**config.mk**
```make
export PLATFORM = sky130hd
export DESIGN_NAME = baud_tick_gen
export DESIGN_NICKNAME = d
export VERILOG_FILES = /design/src/rtl/uart_pkg.sv /design/src/rtl/baud_frac_acc.sv /design/src/rtl/baud_tick_gen.sv
export SDC_FILE = /design/constraint.sdc
export NUM_CORES = 1
export LEC_CHECK = 0
export BUFFER_PORTS_ARGS = -buffer_cell sky130_fd_sc_hd__buf_2
export CAP_MARGIN = 10
export CORE_MARGIN = 4
export CORE_UTILIZATION = 40
export CTS_BUF_LIST = sky130_fd_sc_hd__clkbuf_4 sky130_fd_sc_hd__clkbuf_8
export DETAILED_ROUTE_END_ITERATION = 16
export PLACE_DENSITY_LB_ADDON = 0.05
export SKIP_CTS_REPAIR_TIMING = 1
export SLEW_MARGIN = 25
export SYNTH_ARGS = -nofsm -noshare
export SYNTH_HDL_FRONTEND = slang
export SYNTH_SLANG_ARGS = --single-unit
```
**constraint.sdc**
```tcl
create_clock -name clk -period 5.85 [get_ports clk]
set_input_delay 0.2925 -clock clk [delete_from_list [all_inputs] [get_ports clk]]
set_output_delay 0.2925 -clock clk [all_outputs]
set_load 0.02 [all_outputs]
```
**src/rtl/uart_pkg.sv**
```systemverilog
// Shared UART constants: default datapath widths for the baud generator
// and the default oversampling rate.
package uart_pkg;

  localparam int unsigned UART_DIV_W       = 16;
  localparam int unsigned UART_FRAC_W      = 4;
  localparam int unsigned UART_OSR_W       = 5;
  localparam int unsigned UART_OSR_DEFAULT = 16;

endpackage

```
**src/rtl/baud_frac_acc.sv**
```systemverilog
// Fractional-divisor accumulator: works out the length of the current
// interval as div_int plus the carry out of acc + div_frac.
module baud_frac_acc
  import uart_pkg::*;
#(
  parameter int unsigned DIV_W  = UART_DIV_W,
  parameter int unsigned FRAC_W = UART_FRAC_W
) (
  input  logic              clk,
  input  logic              rst_n,
  input  logic [DIV_W-1:0]  div_int,
  input  logic [FRAC_W-1:0] div_frac,
  input  logic              step,
  input  logic              clear,
  output logic [DIV_W:0]    period
);

  logic [FRAC_W-1:0] acc_q, acc_d;
  logic [FRAC_W:0]   sum;

  assign sum    = {1'b0, acc_q} + {1'b0, div_frac};
  assign period = {1'b0, div_int} + {{DIV_W{1'b0}}, sum[FRAC_W]};

  // The accumulator advances on the edge that ends an interval, so the
  // next interval's length is decided by the new accumulator value.
  always_comb begin
    acc_d = acc_q;
    if (clear) begin
      acc_d = '0;
    end else if (step) begin
      acc_d = sum[FRAC_W-1:0];
    end
  end

  always_ff @(posedge clk or negedge rst_n) begin
    if (!rst_n) begin
      acc_q <= '0;
    end else begin
      acc_q <= acc_d;
    end
  end

endmodule

```
**src/rtl/baud_tick_gen.sv**
```systemverilog
// Fractional baud-rate generator: oversample, bit and mid-bit ticks with
// shadowed configuration that is applied on interval boundaries.
module baud_tick_gen
  import uart_pkg::*;
#(
  parameter int unsigned DIV_W  = UART_DIV_W,
  parameter int unsigned FRAC_W = UART_FRAC_W,
  parameter int unsigned OSR_W  = UART_OSR_W
) (
  input  logic              clk,
  input  logic              rst_n,
  input  logic              en,
  input  logic              cfg_load,
  input  logic [DIV_W-1:0]  div_int,
  input  logic [FRAC_W-1:0] div_frac,
  input  logic [OSR_W-1:0]  osr,
  input  logic              resync,
  output logic              os_tick,
  output logic              bit_tick,
  output logic              mid_tick,
  output logic              cfg_pending
);

  logic [DIV_W-1:0]  div_q, div_d, sh_div_q, sh_div_d;
  logic [FRAC_W-1:0] frac_q, frac_d, sh_frac_q, sh_frac_d;
  logic [OSR_W-1:0]  osr_q, osr_d, sh_osr_q, sh_osr_d;
  logic              pend_q, pend_d;
  logic [DIV_W-1:0]  div_cnt_q, div_cnt_d;
  logic [OSR_W-1:0]  os_cnt_q, os_cnt_d;

  logic [DIV_W:0]    period, period_m1;
  logic [OSR_W-1:0]  osr_eff, osr_last, osr_half, osr_mid;
  logic              stalled, interval_end, tick, os_wrap, apply, acc_clear;

  assign acc_clear = !en || resync;

  baud_frac_acc #(
    .DIV_W  (DIV_W),
    .FRAC_W (FRAC_W)
  ) u_frac_acc (
    .clk      (clk),
    .rst_n    (rst_n),
    .div_int  (div_q),
    .div_frac (frac_q),
    .step     (tick),
    .clear    (acc_clear),
    .period   (period)
  );

  assign stalled      = (div_q == '0);
  assign period_m1    = period - (DIV_W+1)'(1);
  assign interval_end = ({1'b0, div_cnt_q} >= period_m1);
  assign tick         = en && !resync && !stalled && interval_end;

  assign osr_eff  = (osr_q == '0) ? OSR_W'(1) : osr_q;
  assign osr_last = osr_eff - OSR_W'(1);
  assign osr_half = osr_eff >> 1;
  assign osr_mid  = (osr_half == '0) ? '0 : osr_half - OSR_W'(1);
  // >= rather than == so a shrinking osr cannot strand os_cnt above the wrap point
  assign os_wrap  = (os_cnt_q >= osr_last);

  assign os_tick     = tick;
  assign bit_tick    = tick && os_wrap;
  assign mid_tick    = tick && (os_cnt_q == osr_mid);
  assign cfg_pending = pend_q;

  // While not producing ticks there is no boundary to wait for.
  assign apply = pend_q && (tick || !en || stalled);

  always_comb begin
    div_cnt_d = div_cnt_q + DIV_W'(1);
    os_cnt_d  = os_cnt_q;
    if (!en || resync || stalled) begin
      div_cnt_d = '0;
      os_cnt_d  = '0;
    end else if (tick) begin
      div_cnt_d = '0;
      os_cnt_d  = os_wrap ? '0 : os_cnt_q + OSR_W'(1);
    end
  end

  // A load on the apply edge refills the shadow and stays pending.
  always_comb begin
    sh_div_d  = sh_div_q;
    sh_frac_d = sh_frac_q;
    sh_osr_d  = sh_osr_q;
    div_d     = div_q;
    frac_d    = frac_q;
    osr_d     = osr_q;
    pend_d    = pend_q;
    if (apply) begin
      div_d  = sh_div_q;
      frac_d = sh_frac_q;
      osr_d  = sh_osr_q;
      pend_d = 1'b0;
    end
    if (cfg_load) begin
      sh_div_d  = div_int;
      sh_frac_d = div_frac;
      sh_osr_d  = osr;
      pend_d    = 1'b1;
    end
  end

  always_ff @(posedge clk or negedge rst_n) begin
    if (!rst_n) begin
      div_cnt_q <= '0;
      os_cnt_q  <= '0;
      div_q     <= '0;
      frac_q    <= '0;
      osr_q     <= '0;
      sh_div_q  <= '0;
      sh_frac_q <= '0;
      sh_osr_q  <= '0;
      pend_q    <= 1'b0;
    end else begin
      div_cnt_q <= div_cnt_d;
      os_cnt_q  <= os_cnt_d;
      div_q     <= div_d;
      frac_q    <= frac_d;
      osr_q     <= osr_d;
      sh_div_q  <= sh_div_d;
      sh_frac_q <= sh_frac_d;
      sh_osr_q  <= sh_osr_d;
      pend_q    <= pend_d;
    end
  end

endmodule

```
==> summary.md, run 1 <==
| Metric | Value |
|---|---|
| Status | finished, violations left |
| Failing checks | negative hold slack |
| Hold Slack | -0.0518 ns |
| Largest net degree at the start of global routing | 77 |
| Worst slack at placement | 0.806 ns |
| Worst setup margin | 0.619 ns |
| DR WL/cell | ~15 um |
| Crit path cell chain | ha_1 -> fa_1 -> a21o_1 -> a21oi_1 -> ha_1 -> ha_1 -> nand3_1 -> nor3_2 -> nand2_1 -> xor2_1 -> ha_1 -> nand4_2 -> o41ai_1 -> a2111o_1 -> a211o_1 -> nand3_2 -> nor4_1 -> buf_2 |
| Startpoint types | register |
| Worst Hold Class | in2async |
| Sequential share of power | 49.0% |
| Clock network power share | 30.9% |
| Final hold violation count | 35 |
| Worst Path Max Fanout | 8 |
| Vias in the first global route | 2909 |
| Final cycle utilization of the critical path | 89.4% |
| CTS tree | done |
| Mapped Nets | 444 |
| H-tree Lvls | 3 |
| Clk_lat worst skew | 0.35 ns |
| Worst path most repeated cell | ha_1 |
| Met3 WL post-DR | 224 um |
| Switching part of the total | between 20% and 30% |
| Area growth from synthesis to layout | 11.2% |
| Worst Tran Pin Value | about 0.7 ns |
| Final number of max-transition violations | 0 |
| Via count | 2814 |
| Initial core utilization | between 40% and 50% |
| Critical path required time | 5.56 ns |
| # port buffers | 33 |
| Power Density | 272 mW/mm2 |
| Worst r2r path cells | 18 |
| WP depth | 18 |
| Yosys Warn Count | 0 |
| Num rows | 37 |
| Total grt overflow | 0 |
| Hpwl dp | 6030 um |
| Post-route DRC | 0 |
| Top Layer Used | met4 |
| Maxcap violations | 0 |
| Yosys top cell by area | dfrtp_1 |
| Worst Skew | 0.0109 ns |
| CP Buf/Inv Count | 1 |
| Sequential area share after synthesis | 43.9% |
| RSZ-0062 raised after global routing | false |
| Core Area | 0.0104 mm2 |
| Die Height | 112 um |
| Slew HR | 53.6% |
| Via/cell ratio | a little over 5 |
| Antenna Violating Nets Remaining | 0 |
| Total I/O pin count | 34 |
| Chip width | 112 um |
| Syn avg cell area | 11.3 um2 |
| Top cells by area, synth | dfrtp_1 (44%), ha_1 (8.7%), mux2_2 (7.8%) |
| Clock Sinks | 76 |
| Setup TNS | 0 ns |
| Count of cell types in the netlist | 50 |
| Synthesized flop and latch total | 76 |
| Setup-failing EPs final | 0 |
| WS Path Type | reg2out |
| Combinational Power Share | 20.1% |
| Total power | 1.31 mW |
| Dominant synthesized flop cell | dfrtp_1 |
| EDFF count, synth | 0 |
| Cell internal pwr | 0.938 mW |
| DR pass1 iterations | 4 |
| Fill cells | 985 |
| CP max stage delay | 0.40 ns |
| M1 wire length | 4280 um |
| Slowest CP cell | fa_1 |
| Critical Path AT | 4.94 ns |
| CP top delay family | adder cells |
| Ant. Diodes | 0 |
| Most common cell after layout, fill and taps aside | dfrtp_1 |
| Switch Pwr | 0.373 mW |
| Synth top area share | between 40% and 50% |
| Clock-pin slew of the registers on the worst-case setup and hold paths | 0.08 ns |
| Peak VDD IR | around 0.15 mV |
| Met2 wire length | 3450 um |
| Min Tclk post-route | 5.23 ns |
| First-pass GRT wire length | 14500 um |
| Initial DRC Count | 79 |
| GRT Util Overall | 14.3% |
| Fmax | 191 MHz |
| Share of cells above drive strength 1 | around 27% |
| GPL Wtd Cong | 0.864 |
| Cts bufs inserted | 9 |
| Maximum clock path buffer count | 2 |
| Mapped Cells | 383 |
| Leak | 2.18 nW |
| Initial antenna violation count | 0 |
| Post-synth ARST share | 100% |
| CTS root buffer | clkbuf_8 |
| Commonest non-fill, non-tap cells in the layout | dfrtp_1 (76), nor2_1 (38), buf_2 (32), mux2_2 (30), ha_1 (30) |
| Final WL | 8140 um |
| Crit end category | primary output |
| Nets | 475 |
| Cell area after synthesis | 0.00433 mm2 |
| Die area | 0.0126 mm2 |
==> final cells by class <==
class / count / area, um2 / area share (%)
clock buffers: 12 / 153 / 3.17
clock inverters: 4 / 48.8 / 1.01
inverters: 10 / 37.5 / 0.779
multi-input cells: 282 / 2320 / 48.1
flip-flops and latches: 76 / 1900 / 39.5
well taps: 136 / 170 / 3.53
repair buffers: 35 / 186 / 3.87
==> registers in the layout, indices dropped and copies added, names as in the netlist <==
register / cells
div_q: 16
osr_q: 5
cfg_pending: 1
os_cnt_q: 5
sh_div_q: 16
frac_q: 4
sh_osr_q: 5
u_frac_acc.acc_q: 4
div_cnt_q: 16
sh_frac_q: 4
==> stage by stage <==
stage / instance area (um2) / instances / hold slack (ns) / util (%)
floorplan: 4330 / 383 / -0.00309 / -
global placement: 4610 / 539 / 0.484 / 44.2
detailed placement: 4610 / 539 / 0.492 / 44.2
global route: 4820 / 555 / 0.00933 / 46.2
CTS: 4810 / 555 / 0.134 / 46.2
finish: 4820 / 555 / -0.0518 / 46.2
==> kinds of logic after synthesis <==
logic type               share of synthesized area (%)
XOR/XNOR                                          6.87
adder cells (fa/ha/maj)                           9.13
buffers and inverters                             2.69
AO/OA/AOI/OAI                                     7.77
AND/OR/NAND/NOR                                   13.7
flip-flops                                        43.9
multiplexers                                      15.9
==> cells in the mapped netlist (2+ instances only) <==
master / count
nor3b_1: 2
o2bb2ai_1: 2
xnor2_1: 15
and3_1: 2
mux2i_1: 5
mux2_2: 30
buf_2: 3
nand3_2: 3
nand4_2: 2
o21a_1: 2
nor2b_1: 3
xor2_1: 19
nor2_1: 38
ha_1: 30
a21o_1: 4
mux2_4: 20
nor4_2: 2
nand4_1: 7
nor4_1: 6
dfrtp_1: 76
buf_6: 2
nor3_1: 9
nand2_1: 23
buf_1: 3
nand3b_1: 2
inv_1: 10
a21oi_1: 18
o21ai_0: 4
clkbuf_1: 6
nand3_1: 13
a211oi_1: 3
==> final timing paths <==
kind                               from           end  slack [ns]
setup / recovery              frac_q[0]      mid_tick        0.62
min in group clk                 osr[0]   sh_osr_q[0]        0.17
max in group asynchronous         rst_n      osr_q[4]        5.40
hold / removal                    rst_n  div_cnt_q[2]       -0.05
hold reg to reg            sh_div_q[14]     div_q[14]        0.50
setup reg to reg              frac_q[0]      div_q[0]        1.03
==> power groups by stage <==
| stage | combinational [mW] | sequential, mW | clock (mW) |
|---|---|---|---|
| 5_1_grt | 0.304 | 0.655 | 0.448 |
| 3_5_place_dp | 0.267 | 0.654 | 0 |
| 4_1_cts | 0.269 | 0.644 | 0.422 |
| 2_1_floorplan | 0.229 | 0.621 | 0 |
| 6_report | 0.264 | 0.643 | 0.405 |
| 3_3_place_gp | 0.262 | 0.653 | 0 |
==> per-layer routing <==
layer / vias to the layer above / global-route usage (%)
met5: - / 0
met4: 0 / 6.49
met3: 13 / 2.37
met2: 41 / 21.2
met1: 1342 / 20.4
li1: 1418 / -
Note: power is estimated with default switching activity, not from simulation.
==> inputs of run 2 (changes only) <==
--- a/config.mk
+++ b/config.mk
@@ -5,6 +5,7 @@
 export SDC_FILE = /design/constraint.sdc
 export NUM_CORES = 1
 export LEC_CHECK = 0
+export ABC_AREA = 1
 export BUFFER_PORTS_ARGS = -buffer_cell sky130_fd_sc_hd__buf_2
 export CAP_MARGIN = 10
 export CORE_MARGIN = 4
==> run 2 against run 1 <==
  * The run still ends with negative hold slack left
  * Largest power group unchanged
  * Fmax up 15%
  * Final cell count up 33%
  * Synthesized area up 2.3%
  * Critical path type unchanged
==> summary.md, run 2 <==
| Metric | Value |
|---|---|
| Clock Sinks | 76 |
| Largest net degree at the start of global routing | 77 |
| GRT Util Overall | 15.6% |
| Antenna Violating Nets Remaining | 0 |
| Crit end category | primary output |
| Yosys Warn Count | 0 |
| Setup-failing EPs final | 0 |
| Failing checks | negative hold slack |
| Multiplexer area fraction after synthesis | 0.226% |
| Final hold violation count | 52 |
| Final number of max-transition violations | 0 |
| Startpoint types | register |
| Maximum clock path buffer count | 2 |
| Clk_lat worst skew | about 0.36 ns |
| DR pass1 iterations | 4 |
| WS Path Type | reg2out |
| Power Density | 278 mW/mm2 |
| Xor and xnor area share after synthesis | 4.94% |
| Total I/O pin count | 34 |
| Synth Area in Compound Gates | 3.73% |
| Worst r2r path cells | 27 |
| CTS root buffer | clkbuf_8 |
| Worst slack at placement | 1.53 ns |
| Ant. Diodes | 0 |
| Mapped Nets | 622 |
| # port buffers | 33 |
| Sequential share of power | a little under half |
| Via count | 3527 |
| Post-synth ARST share | 100% |
| Yosys top cell by area | dfrtp_1 |
| Nets | about 650 |
| Worst Tran Pin Value | 0.743 ns |
| Peak VDD IR | roughly 0.12 mV |
| Clock-pin slew of the registers on the worst-case setup and hold paths | 0.09 ns |
| Simple-gate portion of the synthesized area | ~33% |
| Status | finished, violations left |
| Combinational Power Share | 20.5% |
| Die area | approximately 0.013 mm2 |
| Fmax | roughly 220 MHz |
| Most common cell after layout, fill and taps aside | nand2_1 |
| Critical path required time | 5.56 ns |
| Die Height | 113 um |
| Final cycle utilization of the critical path | just under 80% |
| Slew HR | 50.2% |
| FF-to-FF End | osr_q[2] |
| Synth top area share | 42.9% |
| Total grt overflow | 0 |
| Count leader, synth | nand2_1 |
| Initial DRC Count | about 210 |
| Worst R2R Setup Slack | 1.56 ns |
| Initial core utilization | about 41% |
| Area growth from synthesis to layout | 11.2% |
| Worst Hold Class | in2async |
| Switching part of the total | 32.5% |
| Commonest non-fill, non-tap cells in the layout | nand2_1 (193), dfrtp_1 (75), inv_1 (54), nand3_1 (51), nor2_1 (47) |
| Initial antenna violation count | 0 |
| Hold Slack | -0.0669 ns |
| RSZ-0062 raised after global routing | false |
| Min Tclk post-route | 4.55 ns |
| Num rows | 38 |
| Cell area after synthesis | 0.00443 mm2 |
| Vias in the first global route | 3531 |
| EDFF count, synth | 0 |
| Most frequent cells after synthesis | nand2_1 (193), dfrtp_1 (76), inv_1 (54) |
| Post-route DRC | 0 |
| Biggest regs | div_cnt_q (16), div_q (16), sh_div_q (16) |
| Critical Path AT | roughly 4.3 ns |
| Syn avg cell area | a little under 8 um2 |
| GPL Wtd Cong | 0.878 |
| Sequential area share after synthesis | 42.9% |
| Setup TNS | 0 ns |
| Via/cell ratio | ~4.8 |
| Cts bufs inserted | 9 |
| Worst Skew | 0.0136 ns |
| Switch Pwr | 0.445 mW |
| Chip width | 113 um |
| Share of cells above drive strength 1 | 12.1% |
| Dominant synthesized flop cell | dfrtp_1 |
| Clock network power share | 34.4% |
| Worst Path Max Fanout | 12 |
| Count of cell types in the netlist | 37 |
| Synth Area in Adders | 8.93% |
| Synthesized flop and latch total | 76 |
| Maxcap violations | 0 |
| First-pass GRT wire length | 16500 um |
| Hpwl dp | ~6700 um |
| Mapped Cells | 561 |
| Reg-to-Reg Start | frac_q[0] |
| Core Area | 0.0108 mm2 |
| Leak | 2.63 nW |
| Worst setup margin | 1.30 ns |
| DR WL/cell | 12.6 um |
| H-tree Lvls | 3 |
| Cell internal pwr | 0.924 mW |
| CTS tree | done |
| Final WL | a little over 9000 um |
| Top cells by area, synth | dfrtp_1 (43%), nand2_1 (16%), ha_1 (8.5%) |
| Main combinational cell family by area after synthesis | simple AND/OR/NAND/NOR gates |
-- run 2: power groups by stage --
stage               Clock [mW]  Combinational [mW]  Sequential, mW
detailed placement           0               0.284           0.627
floorplan                    0               0.219           0.610
global route             0.506               0.331           0.625
global placement             0               0.278           0.627
CTS                      0.486               0.285           0.617
finish                   0.471               0.280           0.617
-- run 2: area by class of cell --
cell class,count,area [um2]
tap,140,175
sequential,76,1900
inverter,56,210
clock inverter,7,106
timing repair buffer,33,171
multi-input combinational,415,2230
clock buffer,9,124
fill,1112,5920
-- run 2: worst max path at each step --
stage	end	from	slack (ns)
2_1_floorplan	bit_tick	frac_q[0]	2.08
3_3_place_gp	osr_q[2]	frac_q[0]	1.68
3_5_place_dp	div_q[8]	frac_q[0]	1.53
4_1_cts	os_tick	frac_q[0]	1.29
5_1_grt	os_tick	frac_q[0]	0.89
6_report	os_tick	frac_q[0]	1.30
-- run 2: cells by family (layout without fill, tap and decap cells) --
family	count (synthesis)	after routing
buffers and inverters	70	105
muxes	1	1
and+or+nand+nor	328	328
adders and majority gates	31	31
DFF	76	76
xor gates and xnor gates	25	25
AOI/OAI and AO/OA	30	30
-- run 2: layer usage --
layer | part of all wire [%] | wire length [um] | up-vias | track usage [%]
li1 | - | - | 1845 | -
met1 | 53 | 4950 | 1630 | 22.3
met2 | 42 | 3910 | 40 | 23.5
met3 | 2.6 | 241 | 12 | 3.21
met4 | 2.1 | 195 | 0 | 5.61
met5 | 0 | 0 | - | 0
-- run 2: worst max-delay path, cell delays in order (launching register included) --
cell and delay, ns:
dfrtp_1 0.39, ha_1 0.22, fa_1 0.41, nand2_1 0.08, nand2_1 0.05, a21oi_1 0.21
ha_1 0.24, and3_1 0.22, nand4_1 0.14, nor2_1 0.13, nand3_1 0.09, nor2_1 0.12
xor2_1 0.15, inv_1 0.05, ha_1 0.27, nand2_1 0.04, inv_1 0.09, nand2_1 0.06
nor2_1 0.10, nand2_1 0.06, nand3_1 0.08, nand2_2 0.07, nand3_2 0.07, nand2_2 0.16
inv_1 0.20, buf_2 0.19
-- run 2: through the flow --
stage	util [%]	hold WS [ns]	instances	total power, mW	area [um2]
2_1_floorplan	-	-0.00309	561	0.830	4430
3_3_place_gp	43.2	0.457	720	0.905	4690
3_5_place_dp	43.2	0.460	720	0.912	4690
4_1_cts	45.4	0.107	736	1.39	4920
5_1_grt	45.4	0.00961	736	1.46	4920
6_report	45.4	-0.0669	736	1.37	4920
==> inputs of run 3 (changes only) <==
--- a/config.mk
+++ b/config.mk
@@ -5,7 +5,7 @@
 export SDC_FILE = /design/constraint.sdc
 export NUM_CORES = 1
 export LEC_CHECK = 0
-export ABC_AREA = 1
+export ABC_AREA = 0
 export BUFFER_PORTS_ARGS = -buffer_cell sky130_fd_sc_hd__buf_2
 export CAP_MARGIN = 10
 export CORE_MARGIN = 4
==> constraint.sdc (replaced) <==
create_clock -name clk -period 4.4 [get_ports clk]
set_input_delay 0.22 -clock clk [delete_from_list [all_inputs] [get_ports clk]]
set_output_delay 0.22 -clock clk [all_outputs]
set_load 0.02 [all_outputs]
==> run 3 against run 2 <==
  * The run ends with negative setup slack left
  * Die area decreased by 2.0%
  * Highest routed layer unchanged
  * Largest cell class unchanged
  * Count of clock-buffer cells in the layout grew 5
  * Sequential power increased by 39%
  * Critical path type unchanged
==> summary.md, run 3 (synthesis gave the netlist of run 1 again) <==
| Metric | Value |
|---|---|
| Status | finished, violations left |
| Failing checks | negative setup slack |
| Nets | 501 |
| Via count | 2994 |
| Final hold violation count | 0 |
| Via/cell ratio | 5.15 |
| Maximum clock path buffer count | 2 |
| Total power | ~1.8 mW |
| Area growth from synthesis to layout | 20.6% |
| Worst R2R Setup Slack | 0.02 ns |
| DR pass1 iterations | 4 |
| Crit end category | primary output |
| Post-route DRC | 0 |
| Clock-pin slew of the registers on the worst-case setup and hold paths | about 0.080 ns |
| CTS root buffer | clkbuf_8 |
| GPL Wtd Cong | 0.910 |
| Final cycle utilization of the critical path | 105% |
| Worst setup margin | -0.239 ns |
| Clk_lat worst skew | 0.35 ns |
| Setup-failing EPs final | 3 |
| Vias in the first global route | 3013 |
| Worst Hold Class | in2reg |
| Share of cells above drive strength 1 | 34.2% |
| Num rows | 37 |
| DR WL/cell | 15.9 um |
| GRT Util Overall | 14.9% |
| Worst Tran Pin Value | 0.727 ns |
| Die Height | 112 um |
| Critical path required time | 4.18 ns |
| Slew HR | 51.6% |
| Maxcap violations | 0 |
| Fmax | roughly 220 MHz |
| Startpoint types | register |
| Fill cells | about 980 |
| Worst Path Max Fanout | 3 |
| Initial core utilization | about 42% |
| Clock Sinks | 76 |
| Cts bufs inserted | 9 |
| Hold path startpoint | div_frac[2] |
| Reg-to-Reg Start | u_frac_acc.acc_q[0] |
| WS Path Type | reg2out |
| Final number of max-transition violations | 0 |
| Peak VDD IR | approximately 0.18 mV |
| Total I/O pin count | 34 |
| H-tree Lvls | 3 |
| Critical Path Source | u_frac_acc.acc_q[0] |
| Initial DRC Count | 103 |
| Ant. Diodes | 0 |
| Setup TNS | -0.599 ns |
| Worst Skew | 0.00883 ns |
| Total grt overflow | 0 |
| Final WL | 9220 um |
| RSZ-0062 raised after global routing | true |
| Core Area | 0.0104 mm2 |
| Hpwl dp | 6320 um |
| Antenna Violating Nets Remaining | 0 |
| Most common cell after layout, fill and taps aside | dfrtp_1 |
| Die area | 0.0126 mm2 |
| Min Tclk post-route | between 4 and 5 ns |
| Initial antenna violation count | 0 |
| Commonest non-fill, non-tap cells in the layout | dfrtp_1 (76), nor2_1 (37), buf_2 (29), ha_1 (27), mux2_2 (26) |
| Power Density | 350 mW/mm2 |
| Critical Path AT | 4.42 ns |
| Leak | 2.37 nW |
| # port buffers | 33 |
| Biggest regs | div_cnt_q (16), div_q (16), sh_div_q (16) |
| First-pass GRT wire length | 15100 um |
| Chip width | 112 um |
| CTS tree | done |
| Largest net degree at the start of global routing | 77 |
## run 3: cell types whose count changed in the layout (fill, tap and decap cells not counted), sizes merged, moves of 6 or more
cell / change
buf: +25
clkbuf: +7
o21ai: -8
nor4: +6
inv: -48
xnor2: +7
nand3: -36
nand2: -177
mux2: +50
nor2: -16
a21oi: +8
## run 3: layout make-up
type | count | area (um2) | share of cell area, %
Tap cell | 136 | 170 | 3.26
Timing Repair Buffer | 61 | 487 | 9.32
Inverter | 10 | 37.5 | 0.719
Clock inverter | 2 | 35.0 | 0.671
Multi-Input combinational cell | 282 | 2430 | 46.5
Clock buffer | 14 | 161 | 3.09
Sequential cell | 76 | 1900 | 36.4
## run 3: through the flow
stage	util [%]	hold WS, ns	setup WS, ns	std cells	area (um2)
final	50.2	0.0908	-0.239	581	5220
after global routing	50.2	0.0804	-0.443	581	5220
after CTS	47.4	0.0649	-0.505	567	4930
after detailed placement	45.5	0.455	-0.0670	551	4740
after global placement	45.5	0.443	0.0243	551	4740
after floorplan	-	-0.0756	0.00182	383	4350
## run 3: worst max-delay path, cell delays in order (launching register included)
cell and delay, ns:
dfrtp_1 0.39, ha_2 0.21, fa_2 0.36, a21o_1 0.18
a21oi_2 0.17, ha_2 0.25, buf_6 0.11, nand4_1 0.12
buf_4 0.19, nor4_1 0.23, xnor2_1 0.19, ha_1 0.29
nand4_2 0.13, o41ai_2 0.07, a2111o_1 0.42, a211o_1 0.34
nand3_4 0.14, buf_6 0.12, inv_2 0.03, buf_6 0.11
## run 3: layer usage
layer / wire (um) / global-route usage (%) / vias to the layer above
met3: 235 / 2.48 / 14
met2: 4210 / 22.7 / 52
met1: 4570 / 21.0 / 1451
met4: 205 / 6.65 / 0
met5: 0 / 0 / -
li1: - / - / 1477
## run 3: worst paths after layout
| kind | to | depth (start not counted) |
|---|---|---|
| min reg2reg | osr_q[4] | 1 |
| max | os_tick | 19 |
| max reg2reg | div_q[5] | 19 |
| min in group asynchronous | div_cnt_q[3] | 2 |
| min | sh_frac_q[2] | 2 |
| max in group asynchronous | div_q[5] | 2 |
## run 3: power breakdown
group / internal (mW) / total (mW) / switching (mW)
clock: 0.294 / 0.549 / 0.255
combinational: 0.232 / 0.421 / 0.189
sequential: 0.768 / 0.858 / 0.0893
